### src/rtl/vga_pkg.sv
// Shared VGA constants and the box-draw controller state encoding.
package vga_pkg;

    localparam int SCREEN_W = 160;
    localparam int SCREEN_H = 120;
    localparam int X_W      = 8;
    localparam int Y_W      = 7;
    localparam int COL_W    = 3;

    typedef enum logic [1:0] {
        IDLE,
        DRAW,
        DONE
    } state_t;

endpackage

### src/rtl/box_scanner.sv
// Column/row sweep of a square box: produces the next pixel position, its
// on-screen flag, and whether the pixel currently on the VGA bus is the last one.
module box_scanner #(
    parameter int X_W    = vga_pkg::X_W,
    parameter int Y_W    = vga_pkg::Y_W,
    parameter int SIZE_W = 5
) (
    input  logic              CLOCK_50,
    input  logic              resetn,
    input  logic              start,
    input  logic              step,
    input  logic [X_W-1:0]    x0,
    input  logic [Y_W-1:0]    y0,
    input  logic [SIZE_W-1:0] size,
    output logic [X_W-1:0]    x,
    output logic [Y_W-1:0]    y,
    output logic              in_bounds,
    output logic              last
);

    localparam logic [X_W:0] X_LIMIT = (X_W+1)'(vga_pkg::SCREEN_W);
    localparam logic [Y_W:0] Y_LIMIT = (Y_W+1)'(vga_pkg::SCREEN_H);

    // col/row index the pixel currently shown; next_* is the one loaded next.
    logic [SIZE_W-1:0] col, row, next_col, next_row, size_m1;
    logic [X_W:0]      x_sum;
    logic [Y_W:0]      y_sum;
    logic              row_end;

    // NOTE: every always_comb output gets a default first so no path leaves it unassigned (no latch).
    always_comb begin
        next_col = '0;
        next_row = '0;
        size_m1  = size - SIZE_W'(1);
        row_end  = (col == size_m1);
        last     = row_end && (row == size_m1);
        if (!start) begin
            if (row_end) begin
                next_row = row + SIZE_W'(1);
            end else begin
                next_col = col + SIZE_W'(1);
                next_row = row;
            end
        end
        x_sum     = {1'b0, x0} + (X_W+1)'(next_col);
        y_sum     = {1'b0, y0} + (Y_W+1)'(next_row);
        x         = x_sum[X_W-1:0];
        y         = y_sum[Y_W-1:0];
        in_bounds = (x_sum < X_LIMIT) && (y_sum < Y_LIMIT);
    end

    // NOTE: sequential state uses non-blocking assignments so all flops update from pre-edge values.
    always_ff @(posedge CLOCK_50 or negedge resetn) begin
        if (!resetn) begin
            col <= '0;
            row <= '0;
        end else if (start || step) begin
            col <= next_col;
            row <= next_row;
        end
    end

endmodule

### src/rtl/box_draw_arbiter.sv
// Round-robin owner of the draw_box datapath and VGA adapter: grants one box
// request at a time and sweeps it onto the VGA port one pixel per cycle.
module box_draw_arbiter #(
    parameter  int NUM_REQ = 4,
    parameter  int X_W     = vga_pkg::X_W,
    parameter  int Y_W     = vga_pkg::Y_W,
    parameter  int SIZE_W  = 5,
    parameter  int COL_W   = vga_pkg::COL_W,
    localparam int ID_W    = (NUM_REQ > 1) ? $clog2(NUM_REQ) : 1
) (
    input  logic                      CLOCK_50,
    input  logic                      resetn,
    input  logic [NUM_REQ-1:0]        req_valid,
    output logic [NUM_REQ-1:0]        req_ready,
    input  logic [NUM_REQ*X_W-1:0]    req_x,
    input  logic [NUM_REQ*Y_W-1:0]    req_y,
    input  logic [NUM_REQ*SIZE_W-1:0] req_size,
    input  logic [NUM_REQ*COL_W-1:0]  req_colour,
    output logic [X_W-1:0]            vga_x,
    output logic [Y_W-1:0]            vga_y,
    output logic [COL_W-1:0]          vga_colour,
    output logic                      vga_plot,
    output logic                      busy,
    output logic                      done,
    output logic [ID_W-1:0]           done_id
);

    import vga_pkg::state_t, vga_pkg::IDLE, vga_pkg::DRAW, vga_pkg::DONE;

    state_t              state;
    logic [ID_W-1:0]     last_id, cur_id, gnt_id;
    logic [NUM_REQ-1:0]  gnt_onehot;
    logic                gnt_any, idle, accept;
    logic [X_W-1:0]      x0_q, sel_x, scan_x0, scan_x;
    logic [Y_W-1:0]      y0_q, sel_y, scan_y0, scan_y;
    logic [SIZE_W-1:0]   size_q, sel_size, scan_size;
    logic [COL_W-1:0]    colour_q, sel_colour;
    logic                scan_in_bounds, scan_last;

    // Scan upward from the requester after the last grant so nobody starves.
    always_comb begin
        int              tmp;
        logic [ID_W-1:0] idx;
        gnt_onehot = '0;
        gnt_id     = '0;
        gnt_any    = 1'b0;
        for (int k = 1; k <= NUM_REQ; k++) begin
            tmp = (int'(last_id) + k) % NUM_REQ;
            idx = ID_W'(tmp);
            if (!gnt_any && req_valid[idx]) begin
                gnt_any         = 1'b1;
                gnt_id          = idx;
                gnt_onehot[idx] = 1'b1;
            end
        end
    end

    assign idle      = (state == IDLE);
    assign accept    = idle && gnt_any;
    assign req_ready = (idle && resetn) ? gnt_onehot : '0;
    assign busy      = !idle;

    assign sel_x      = req_x[int'(gnt_id)*X_W +: X_W];
    assign sel_y      = req_y[int'(gnt_id)*Y_W +: Y_W];
    assign sel_size   = req_size[int'(gnt_id)*SIZE_W +: SIZE_W];
    assign sel_colour = req_colour[int'(gnt_id)*COL_W +: COL_W];

    // In IDLE the scanner looks at the live request so pixel 0 is ready at the accept edge.
    assign scan_x0   = idle ? sel_x    : x0_q;
    assign scan_y0   = idle ? sel_y    : y0_q;
    assign scan_size = idle ? sel_size : size_q;

    box_scanner #(
        .X_W    (X_W),
        .Y_W    (Y_W),
        .SIZE_W (SIZE_W)
    ) u_scanner (
        .CLOCK_50  (CLOCK_50),
        .resetn    (resetn),
        .start     (accept),
        .step      ((state == DRAW) && !scan_last),
        .x0        (scan_x0),
        .y0        (scan_y0),
        .size      (scan_size),
        .x         (scan_x),
        .y         (scan_y),
        .in_bounds (scan_in_bounds),
        .last      (scan_last)
    );

    always_ff @(posedge CLOCK_50 or negedge resetn) begin
        if (!resetn) begin
            state      <= IDLE;
            last_id    <= ID_W'(NUM_REQ - 1);
            cur_id     <= '0;
            x0_q       <= '0;
            y0_q       <= '0;
            size_q     <= '0;
            colour_q   <= '0;
            vga_x      <= '0;
            vga_y      <= '0;
            vga_colour <= '0;
            vga_plot   <= 1'b0;
            done       <= 1'b0;
            done_id    <= '0;
        end else begin
            done <= 1'b0;
            case (state)
                IDLE: begin
                    if (accept) begin
                        x0_q     <= sel_x;
                        y0_q     <= sel_y;
                        size_q   <= sel_size;
                        colour_q <= sel_colour;
                        cur_id   <= gnt_id;
                        last_id  <= gnt_id;
                        if (sel_size == '0) begin
                            state   <= DONE;
                            done    <= 1'b1;
                            done_id <= gnt_id;
                        end else begin
                            state      <= DRAW;
                            vga_x      <= scan_x;
                            vga_y      <= scan_y;
                            vga_colour <= sel_colour;
                            vga_plot   <= scan_in_bounds;
                        end
                    end
                end
                DRAW: begin
                    if (scan_last) begin
                        state    <= DONE;
                        vga_plot <= 1'b0;
                        done     <= 1'b1;
                        done_id  <= cur_id;
                    end else begin
                        vga_x      <= scan_x;
                        vga_y      <= scan_y;
                        vga_colour <= colour_q;
                        vga_plot   <= scan_in_bounds;
                    end
                end
                DONE:    state <= IDLE;
                default: state <= IDLE;
            endcase
        end
    end

endmodule

### config.mk
export PLATFORM = sky130hd
export DESIGN_NAME = box_draw_arbiter
export DESIGN_NICKNAME = d
export VERILOG_FILES = /design/src/rtl/vga_pkg.sv /design/src/rtl/box_scanner.sv /design/src/rtl/box_draw_arbiter.sv
export SDC_FILE = /design/constraint.sdc
export NUM_CORES = 1
export LEC_CHECK = 0
export CAP_MARGIN = 10
export CORE_UTILIZATION = 45
export CTS_CLUSTER_DIAMETER = 150
export DETAILED_ROUTE_END_ITERATION = 6
export DONT_BUFFER_PORTS = 1
export SYNTH_ARGS = -nofsm -noshare
export SYNTH_HDL_FRONTEND = slang
export SYNTH_SLANG_ARGS = --single-unit
### constraint.sdc
create_clock -name CLOCK_50 -period 14.5 [get_ports CLOCK_50]
set_input_delay 0.725 -clock CLOCK_50 [delete_from_list [all_inputs] [get_ports CLOCK_50]]
set_output_delay 0.725 -clock CLOCK_50 [all_outputs]
set_load 0.05 [all_outputs]
==> flow_summary.toml, run 1 <==
[cells_and_area]
final_cell_area_um2 = 5640
drive_gt1_share_pct = 9.48
fillers = 1129
postLayoutCoreUtil_pct = 49.2
fin_cells = 818
nets = 788
n_antenna_cell = 0
syn2layout_area_growth_pct = 5.62

[placed_design]
gp_congestion = 0.909
io_buffers = 0
dp_slack_ns = 6.51
dp.cells = 802
dp_hpwl_mm = 10.7
placed_cell_area_um2 = 5380

[global_routing]
gr-total-overflow = 0
grt_antenna_before_repair = 0
track_usage_pct = 24.1
grt_pass1_vias = 4686
grt_pass1_wl_mm = 23.8
grt_max_degree = 63

[logic_synthesis]
synth_area_leaders = "dfrtp_1 28%, nand2_1 12%, o21ai_0 6.0%, a21oi_1 4.6%, ha_1 4.5%"
ys_types = 68
synth-seq-area-share_pct = 28.6
synth_edf_count = 0
synth_largest_area_cell = "dfrtp_1"
synth_area_per_cell_um2 = 7.68
synth-main-ff-cell = "dfrtp_1"
syn_inst = 695
yosys_register_bits = 61
synth_top_area_share_pct = 27.7
synth_nets = 813
async_flop_share_pct = 100
synth_warnings = 0
syn_area_um2 = 5340

[floorplan]
initial_core_util_pct = 46.6
fp.dieW_um = 111
fp.dieH_um = 111
io_pins = 125
std_cell_rows = 39
dieArea_um2 = 12300
fp.coreArea_um2 = 11500

[clocking]
cts_tree = "yes"
htree_levels = 3
clockBufferDepth = 2
clkTransAtPathRegs_ns = 0.05
clock_latency_ns = 0.33
cts_hold_buf = 0
cts_resized = 0
cts_setup_buffers = 0
root_buffer = "clkbuf_16"
cts_inserted_buffers = 9
cts_num_sinks = 61

[setup_path]
startpoint_type = "flip-flop"
path_class = "flip-flop to flip-flop"
crit_path_end_kind = "flip-flop"
cp_common_cell = "a21oi_1"
slowest_delay_ns = 1.02
required_ns = 14.73
worst_ep_arrival_time_ns = 8.25
worstPathMaxFanout = 38
worst_path_max_delay_cell = "dfstp_2"

[power_and_ir_drop]
finalPower_mw = 1.65
peakVddDrop_v = 0.000111
p_leak_nw = 2.49
power_density_nw_per_um2 = 292

[drt]
drt_first_pass_iters = 4
wire_per_inst_um = 17.4
drt-vias-per-instance = 5.96
drc = 0
drtIter0Drc = 274
dr_total_vias = 4875
wl_mm = 14.3
ant_nets = 0

[sta]
tns_ns = 0
max-slew-margin-rel_pct = 26.9
setup_ws_ns = 6.47
setup_viol = 0
max_freq_mhz = 125
hold_viol = 0
worst_slew_pin_slew_ns = 1.09
holdWs_ns = 0.0948
period_share_pct = 55.4
rsz0062_at_grt = "false"
skew_ns = 0.00590
slew_violations = 0
min_period_ns = 8.03

[outcome]
status = "finished, final reports clean"

[worst_hold_path]
hp-class = "input port to asynchronous set/reset pin"

[run]
drv_cap = 0
state kept, by name, summed over array words and instances, names as in the netlist, 3 cells and up:
signal         flops
colour_q           3
size_q             5
vga_y              7
vga_colour         3
u_scanner.row      5
vga_x              8
u_scanner.col      5
x0_q               8
y0_q               7
where the power goes:
group	internal [mW]	switching (mW)	total, mW
combinational	0.418	0.638	1.06
sequential	0.246	0.158	0.404
clock	0.114	0.0739	0.188
cell usage in the layout (no fill, tap or decap), drive strengths merged, types with 14 or more instances in the layout:
| master | instances |
|---|---|
| mux2 | 25 |
| a21oi | 49 |
| nand3 | 31 |
| nor3 | 21 |
| dfrtp | 59 |
| o21ai | 66 |
| nor2 | 39 |
| ha | 19 |
| xnor2 | 18 |
| nand2 | 168 |
| inv | 14 |
synth_stat cells (12+ instances only):
library cell / number
o21ai_0: 64
xnor2_1: 18
a21oi_1: 49
nand2_1: 168
nand3_1: 31
mux2_2: 17
nor2_1: 38
ha_1: 19
clkbuf_1: 28
dfrtp_1: 59
xor2_1: 12
inv_1: 14
nor3_1: 18
path summary, 6_finish.rpt:
| path | from | end | slack, ns | cells past startpoint |
|---|---|---|---|---|
| min in group CLOCK_50 | y0_q[4] | y0_q[4] | 0.48 | 2 |
| max in group asynchronous | resetn | last_id[1] | 14.21 | 0 |
| max | last_id[0] | vga_plot | 6.47 | 29 |
| max reg2reg | last_id[0] | vga_plot | 6.47 | 29 |
| min reg2reg | y0_q[4] | y0_q[4] | 0.48 | 2 |
| min | resetn | cur_id[0] | 0.09 | 0 |
per-layer routing:
metal  GRT usage (%)  part of all wire [%]  wire length [µm]
met5               0                     0                 0
met4            9.51                   2.9               411
met2            40.0                    47              6770
met1            30.8                    44              6280
met3            4.98                   5.6               793
worst max-delay path: cells and delay by family (launching register included):
family | cells | cell delay (ns)
muxes | 1 | 0.33
adders and majority gates | 4 | 1.49
and+or+nand+nor | 8 | 1.89
buffers and inverters | 3 | 0.61
xor gates and xnor gates | 3 | 0.56
DFF | 1 | 1.02
AOI/OAI and AO/OA | 10 | 2.02
cell type report:
type,instances,area (µm²),area share [%]
multi-input cells,572,3530,62.6
flip-flops and latches,61,1530,27.1
clock buffers,11,233,4.13
well taps,143,179,3.17
repair buffers,11,82.6,1.46
inverters,15,56.3,0.998
clock inverters,5,27.5,0.488
cells by family after synthesis:
family | Yosys count | share of synthesized area (%)
buffers and inverters | 62 | 5.27
DFF | 61 | 28.6
and+or+nand+nor | 305 | 25.6
adders and majority gates | 20 | 4.83
AOI/OAI and AO/OA | 176 | 21.1
muxes | 39 | 8.84
xor gates and xnor gates | 32 | 5.77
(Power assumes the default switching activity.)
==> run 2, diff against run 1 <==
==> constraint.sdc (replaced) <==
create_clock -name CLOCK_50 -period 7.4 [get_ports CLOCK_50]
set_input_delay 0.37 -clock CLOCK_50 [delete_from_list [all_inputs] [get_ports CLOCK_50]]
set_output_delay 0.37 -clock CLOCK_50 [all_outputs]
set_load 0.05 [all_outputs]
==> run 2 against run 1 <==
Clock skew hardly changed; largest cell class unchanged; count of clock-buffer cells in the layout shrank 2; sequential power increased by 88%; highest routed layer unchanged; design area rose by 2.6%; critical path depth unchanged; worst hold slack better by 0.25 ns; first-iteration DRC count rose by 34%; non-clock buffer count grew 8; largest power group unchanged; register-to-register slack worse by 6.0 ns; critical endpoint unchanged.
==> flow_summary.toml, run 2 (synthesis results as in run 1) <==
[outcome]
status = "finished, final reports clean"

[cells_and_area]
reg_top3 = "vga_x (8), x0_q (8)"
syn2layout_area_growth_pct = 8.41
n_antenna_cell = 0
layout_common_cells = "168 x nand2_1, 64 x o21ai_0, 59 x dfrtp_1"
fin_cells = 826
drive_gt1_share_pct = 11.3
layout_commonest_cell = "nand2_1"
nets = 796

[power_and_ir_drop]
power_density_nw_per_um2 = 584
p_sw_mw = 1.78
p_leak_nw = 2.55
peakVddDrop_v = 0.000248
sw_frac_of_total_pct = 52.6
power.share.combinational_pct = 64.6
seqPwrFrac_pct = 22.5
p_int_mw = 1.60
power.share.clock_pct = 12.9
finalPower_mw = 3.38

[global_routing]
grt_antenna_before_repair = 0
track_usage_pct = 24.6
grt_max_degree = 62
grt_pass1_wl_mm = 24.4
grt_pass1_vias = 4855
gr-total-overflow = 0

[floorplan]
fp.coreArea_um2 = 11500
initial_core_util_pct = 46.6
fp.dieH_um = 111
std_cell_rows = 39
fp.dieW_um = 111
dieArea_um2 = 12300
io_pins = 125

[run]
drv_cap = 0

[setup_path]
worst_ep_arrival_time_ns = 7.18
slowest_delay_ns = 0.65
worst_path_max_delay_cell = "dfstp_2"
path_class = "flip-flop to flip-flop"
startpoint_type = "flip-flop"
crit_path_end_kind = "flip-flop"
crit_buf_inv = 3
worstPathMaxFanout = 11
required_ns = 7.64
cp_common_cell = "a21oi_1"
path_delay_family = "compound AO/OA/AOI/OAI gates"

[sta]
worst_slew_pin_slew_ns = 1.17
max-slew-margin-rel_pct = 21.7
max_freq_mhz = 144
setup_viol = 0
skew_ns = 0.00591
period_share_pct = 93.8
hold_viol = 0
slew_violations = 0
min_period_ns = 6.94

[clocking]
clock_latency_ns = 0.34
clkTransAtPathRegs_ns = 0.06
root_buffer = "clkbuf_16"
cts_inserted_buffers = 9
cts_setup_buffers = 0
cts_tree = "yes"
htree_levels = 3
clockBufferDepth = 2
cts_num_sinks = 61

[drt]
wire_per_inst_um = 18.1
wl_mm = 15.0
drt_first_pass_iters = 5
drtIter0Drc = 368
ant_nets = 0
drt-vias-per-instance = 6.05
drc = 0
dr_total_vias = 4994

[placed_design]
dp.cells = 808
io_buffers = 0
dp_hpwl_mm = 11.2
gp_congestion = 0.916

[worst_hold_path]
hp-class = "input port to flip-flop"
-- run 2: worst reg2reg max path, delay by kind of cell (launching register included) --
family | cells | cell delay, ns
AO/OA/AOI/OAI | 11 | 2.65
adder cells (fa/ha/maj) | 4 | 1.33
AND/OR/NAND/NOR | 7 | 1.00
flip-flops | 1 | 0.65
XOR/XNOR | 3 | 0.53
multiplexers | 1 | 0.40
buffers and inverters | 3 | 0.28
-- run 2: timing repair --
action	CTS	global route
endpoints found under the hold margin	61	0
endpoints found under the setup margin	0	2
resized for setup	0	5
hold buffers	2	0
-- run 2: area by class of cell --
class	instances	area, µm²
clock inverters	7	83.8
inverters	15	56.3
flip-flops and latches	61	1530
clock buffers	9	225
multi-input cells	572	3550
repair buffers	19	165
fillers	1114	5680
well taps	143	179
-- run 2: power by group through the flow --
stage | Combinational (mW) | Sequential (mW) | Clock, mW
after detailed placement | 2.15 | 0.764 | 0
after global routing | 2.44 | 0.776 | 0.456
after global placement | 2.11 | 0.762 | 0
after CTS | 2.17 | 0.758 | 0.444
final | 2.18 | 0.758 | 0.436
after floorplan | 1.72 | 0.717 | 0
-- run 2: final timing paths --
check / end / start / slack (ns) / cells after the start
min in group asynchronous: u_scanner.col[4] / resetn / 0.61 / 2
worst min-delay path: y0_q[2] / req_y[9] / 0.34 / 4
worst min register to register: y0_q[0] / y0_q[0] / 0.48 / 2
max in group asynchronous: last_id[0] / resetn / 6.51 / 2
worst max-delay path: vga_plot / last_id[1] / 0.46 / 29
worst max register to register: vga_plot / last_id[1] / 0.46 / 29
-- run 2: layer usage --
| metal | up-vias | global-route usage, % | part of all wire (%) |
|---|---|---|---|
| met5 | - | 0 | 0 |
| met4 | 0 | 9.96 | 2.6 |
| met3 | 31 | 4.16 | 5.2 |
| met2 | 164 | 42.2 | 48 |
| met1 | 2379 | 30.7 | 44 |
| li1 | 2420 | - | - |
-- run 2: metrics by stage --
stage / setup slack, ns / hold slack, ns / setup TNS [ns] / cell area [µm²] / utilization [%]
floorplan: 0.925 / 0.0744 / 0 / 5340 / -
global placement: 0.563 / 0.0769 / 0 / 5420 / 47.3
detailed placement: 0.249 / 0.0771 / 0 / 5420 / 47.3
CTS: 0.230 / 0.339 / 0 / 5770 / 50.3
global route: -0.00819 / 0.380 / -0.00819 / 5790 / 50.5
finish: 0.460 / 0.342 / 0 / 5790 / 50.5
==> run 3, diff against run 2 <==
--- a/config.mk
+++ b/config.mk
@@ -10,6 +10,7 @@
 export CTS_CLUSTER_DIAMETER = 150
 export DETAILED_ROUTE_END_ITERATION = 6
 export DONT_BUFFER_PORTS = 1
+export PLACE_DENSITY = 0.56
 export SYNTH_ARGS = -nofsm -noshare
 export SYNTH_HDL_FRONTEND = slang
 export SYNTH_SLANG_ARGS = --single-unit
==> run 3 against run 2 <==
Clock skew is 0.0034 ns higher; critical path type unchanged; cell count is 0.24% lower; clock power is 10% lower; sequential power is 0.9% higher; design area is 0.71% lower; critical path depth is 4 lower; combinational power hardly changed; flip-flop and latch count stayed put; fmax is 0.22% higher; first-iteration DRC count is 12% higher; routed wire length is 0.33% higher.
==> flow_summary.toml, run 3 (synthesis results as in run 1) <==
[sta]
holdWs_ns = 0.356
slew_violations = 0
setup_ws_ns = 0.476
rsz0062_at_grt = "false"
skew_ns = 0.00931
period_share_pct = 93.6
tns_ns = 0
setup_viol = 0
min_period_ns = 6.92
max-slew-margin-rel_pct = 22.1
max_freq_mhz = 144
hold_viol = 0
worst_slew_pin_slew_ns = 1.17

[power_and_ir_drop]
power_density_nw_per_um2 = 583
peakVddDrop_v = 0.000266
p_leak_nw = 2.52
finalPower_mw = 3.35

[drt]
drtIter0Drc = 411
dr_total_vias = 4938
wl_mm = 15.0
wire_per_inst_um = 18.2
drt-vias-per-instance = 5.99
drt_first_pass_iters = 5
drc = 0
ant_nets = 0

[floorplan]
std_cell_rows = 39
fp.coreArea_um2 = 11500
dieArea_um2 = 12300
initial_core_util_pct = 46.6
fp.dieW_um = 111
fp.dieH_um = 111
io_pins = 125

[cells_and_area]
layout_common_cells = "168 x nand2_1, 64 x o21ai_0, 59 x dfrtp_1"
ff_latch_area_um2 = 1530
drive_gt1_share_pct = 11.3
layout_commonest_cell = "nand2_1"
syn2layout_area_growth_pct = 7.64
fillers = 1125
multi_input_area_um2 = 3550
reg_top3 = "vga_x (8), x0_q (8)"
fin_cells = 824
nets = 794
n_antenna_cell = 0

[global_routing]
track_usage_pct = 25.3
grt_antenna_before_repair = 0
gr-total-overflow = 0
grt_max_degree = 62
grt_pass1_wl_mm = 24.7
grt_pass1_vias = 4785

[worst_hold_path]
hp-class = "input port to flip-flop"

[placed_design]
dp_hpwl_mm = 11.3
io_buffers = 0
dp.cells = 806
gp_congestion = 0.872
dp_slack_ns = 0.272

[clocking]
clockBufferDepth = 2
cts_setup_buffers = 0
cts_tree = "yes"
clkTransAtPathRegs_ns = 0.06
cts_num_sinks = 61
root_buffer = "clkbuf_16"
clock_latency_ns = 0.34
cts_inserted_buffers = 9
htree_levels = 3

[outcome]
status = "finished, final reports clean"

[setup_path]
worst_path_max_delay_cell = "dfstp_2"
worst_ep_arrival_time_ns = 7.16
required_ns = 7.63
worstPathMaxFanout = 11
crit_path_end_kind = "flip-flop"
slowest_delay_ns = 0.65
startpoint_type = "flip-flop"
crit_buf_inv = 3
cp_common_cell = "inv_1"
path_class = "flip-flop to flip-flop"
path_delay_family = "compound AO/OA/AOI/OAI gates"

[run]
drv_cap = 0
==> run 3: cell types whose count changed in the layout (fill, tap and decap cells not counted), sizes merged <==
cell	before	now
buf	18	16
inv	16	15
bufinv	1	0
clkinvlp	1	3
==> run 3: through the flow <==
step                      instance area, µm²  util (%)
after floorplan                         5340         -
after global placement                  5410      47.2
after detailed placement                5410      47.2
after CTS                               5720      49.9
after global routing                    5750      50.1
final                                   5750      50.1
==> run 3: what timing repair did <==
item | in CTS | in global routing
endpoints found under the hold margin | 61 | 0
hold buffers | 2 | 0
gates resized for setup | 0 | 8
setup endpoints to repair | 0 | 1
==> run 3: area by class of cell <==
type                            count  area share (%)
Clock buffer                        9            3.92
Clock inverter                      7           0.871
Tap cell                          143            3.11
Inverter                           15           0.980
Multi-Input combinational cell    572            61.8
Timing Repair Buffer               17            2.68
Sequential cell                    61            26.6
==> run 3: power breakdown <==
part	leakage [nW]	switching (mW)	internal (mW)
Combinational	1.61	1.33	0.859
Sequential	0.775	0.284	0.481
Clock	0.128	0.164	0.227
==> run 3: layer usage <==
layer / vias up / wire length, µm / global-route usage (%)
li1: 2414 / - / -
met1: 2326 / 6410 / 32.3
met2: 176 / 7330 / 42.7
met3: 22 / 975 / 4.98
met4: 0 / 291 / 8.18
met5: - / 0 / 0
==> run 3: worst min-delay path: stages <==
cell	delay (ns)
nand2_1	0.04
nand3_1	0.06
o21ai_0	0.10
o21ai_0	0.08
==> run 3: final timing paths <==
path | start | end | slack [ns] | cells past startpoint
max | last_id[1] | vga_plot | 0.48 | 25
min | req_x[8] | x0_q[0] | 0.36 | 4
max reg2reg | last_id[1] | vga_plot | 0.48 | 25
min reg2reg | x0_q[1] | x0_q[1] | 0.48 | 2
max in group asynchronous | resetn | last_id[0] | 6.48 | 2
min in group asynchronous | resetn | cur_id[1] | 0.63 | 2
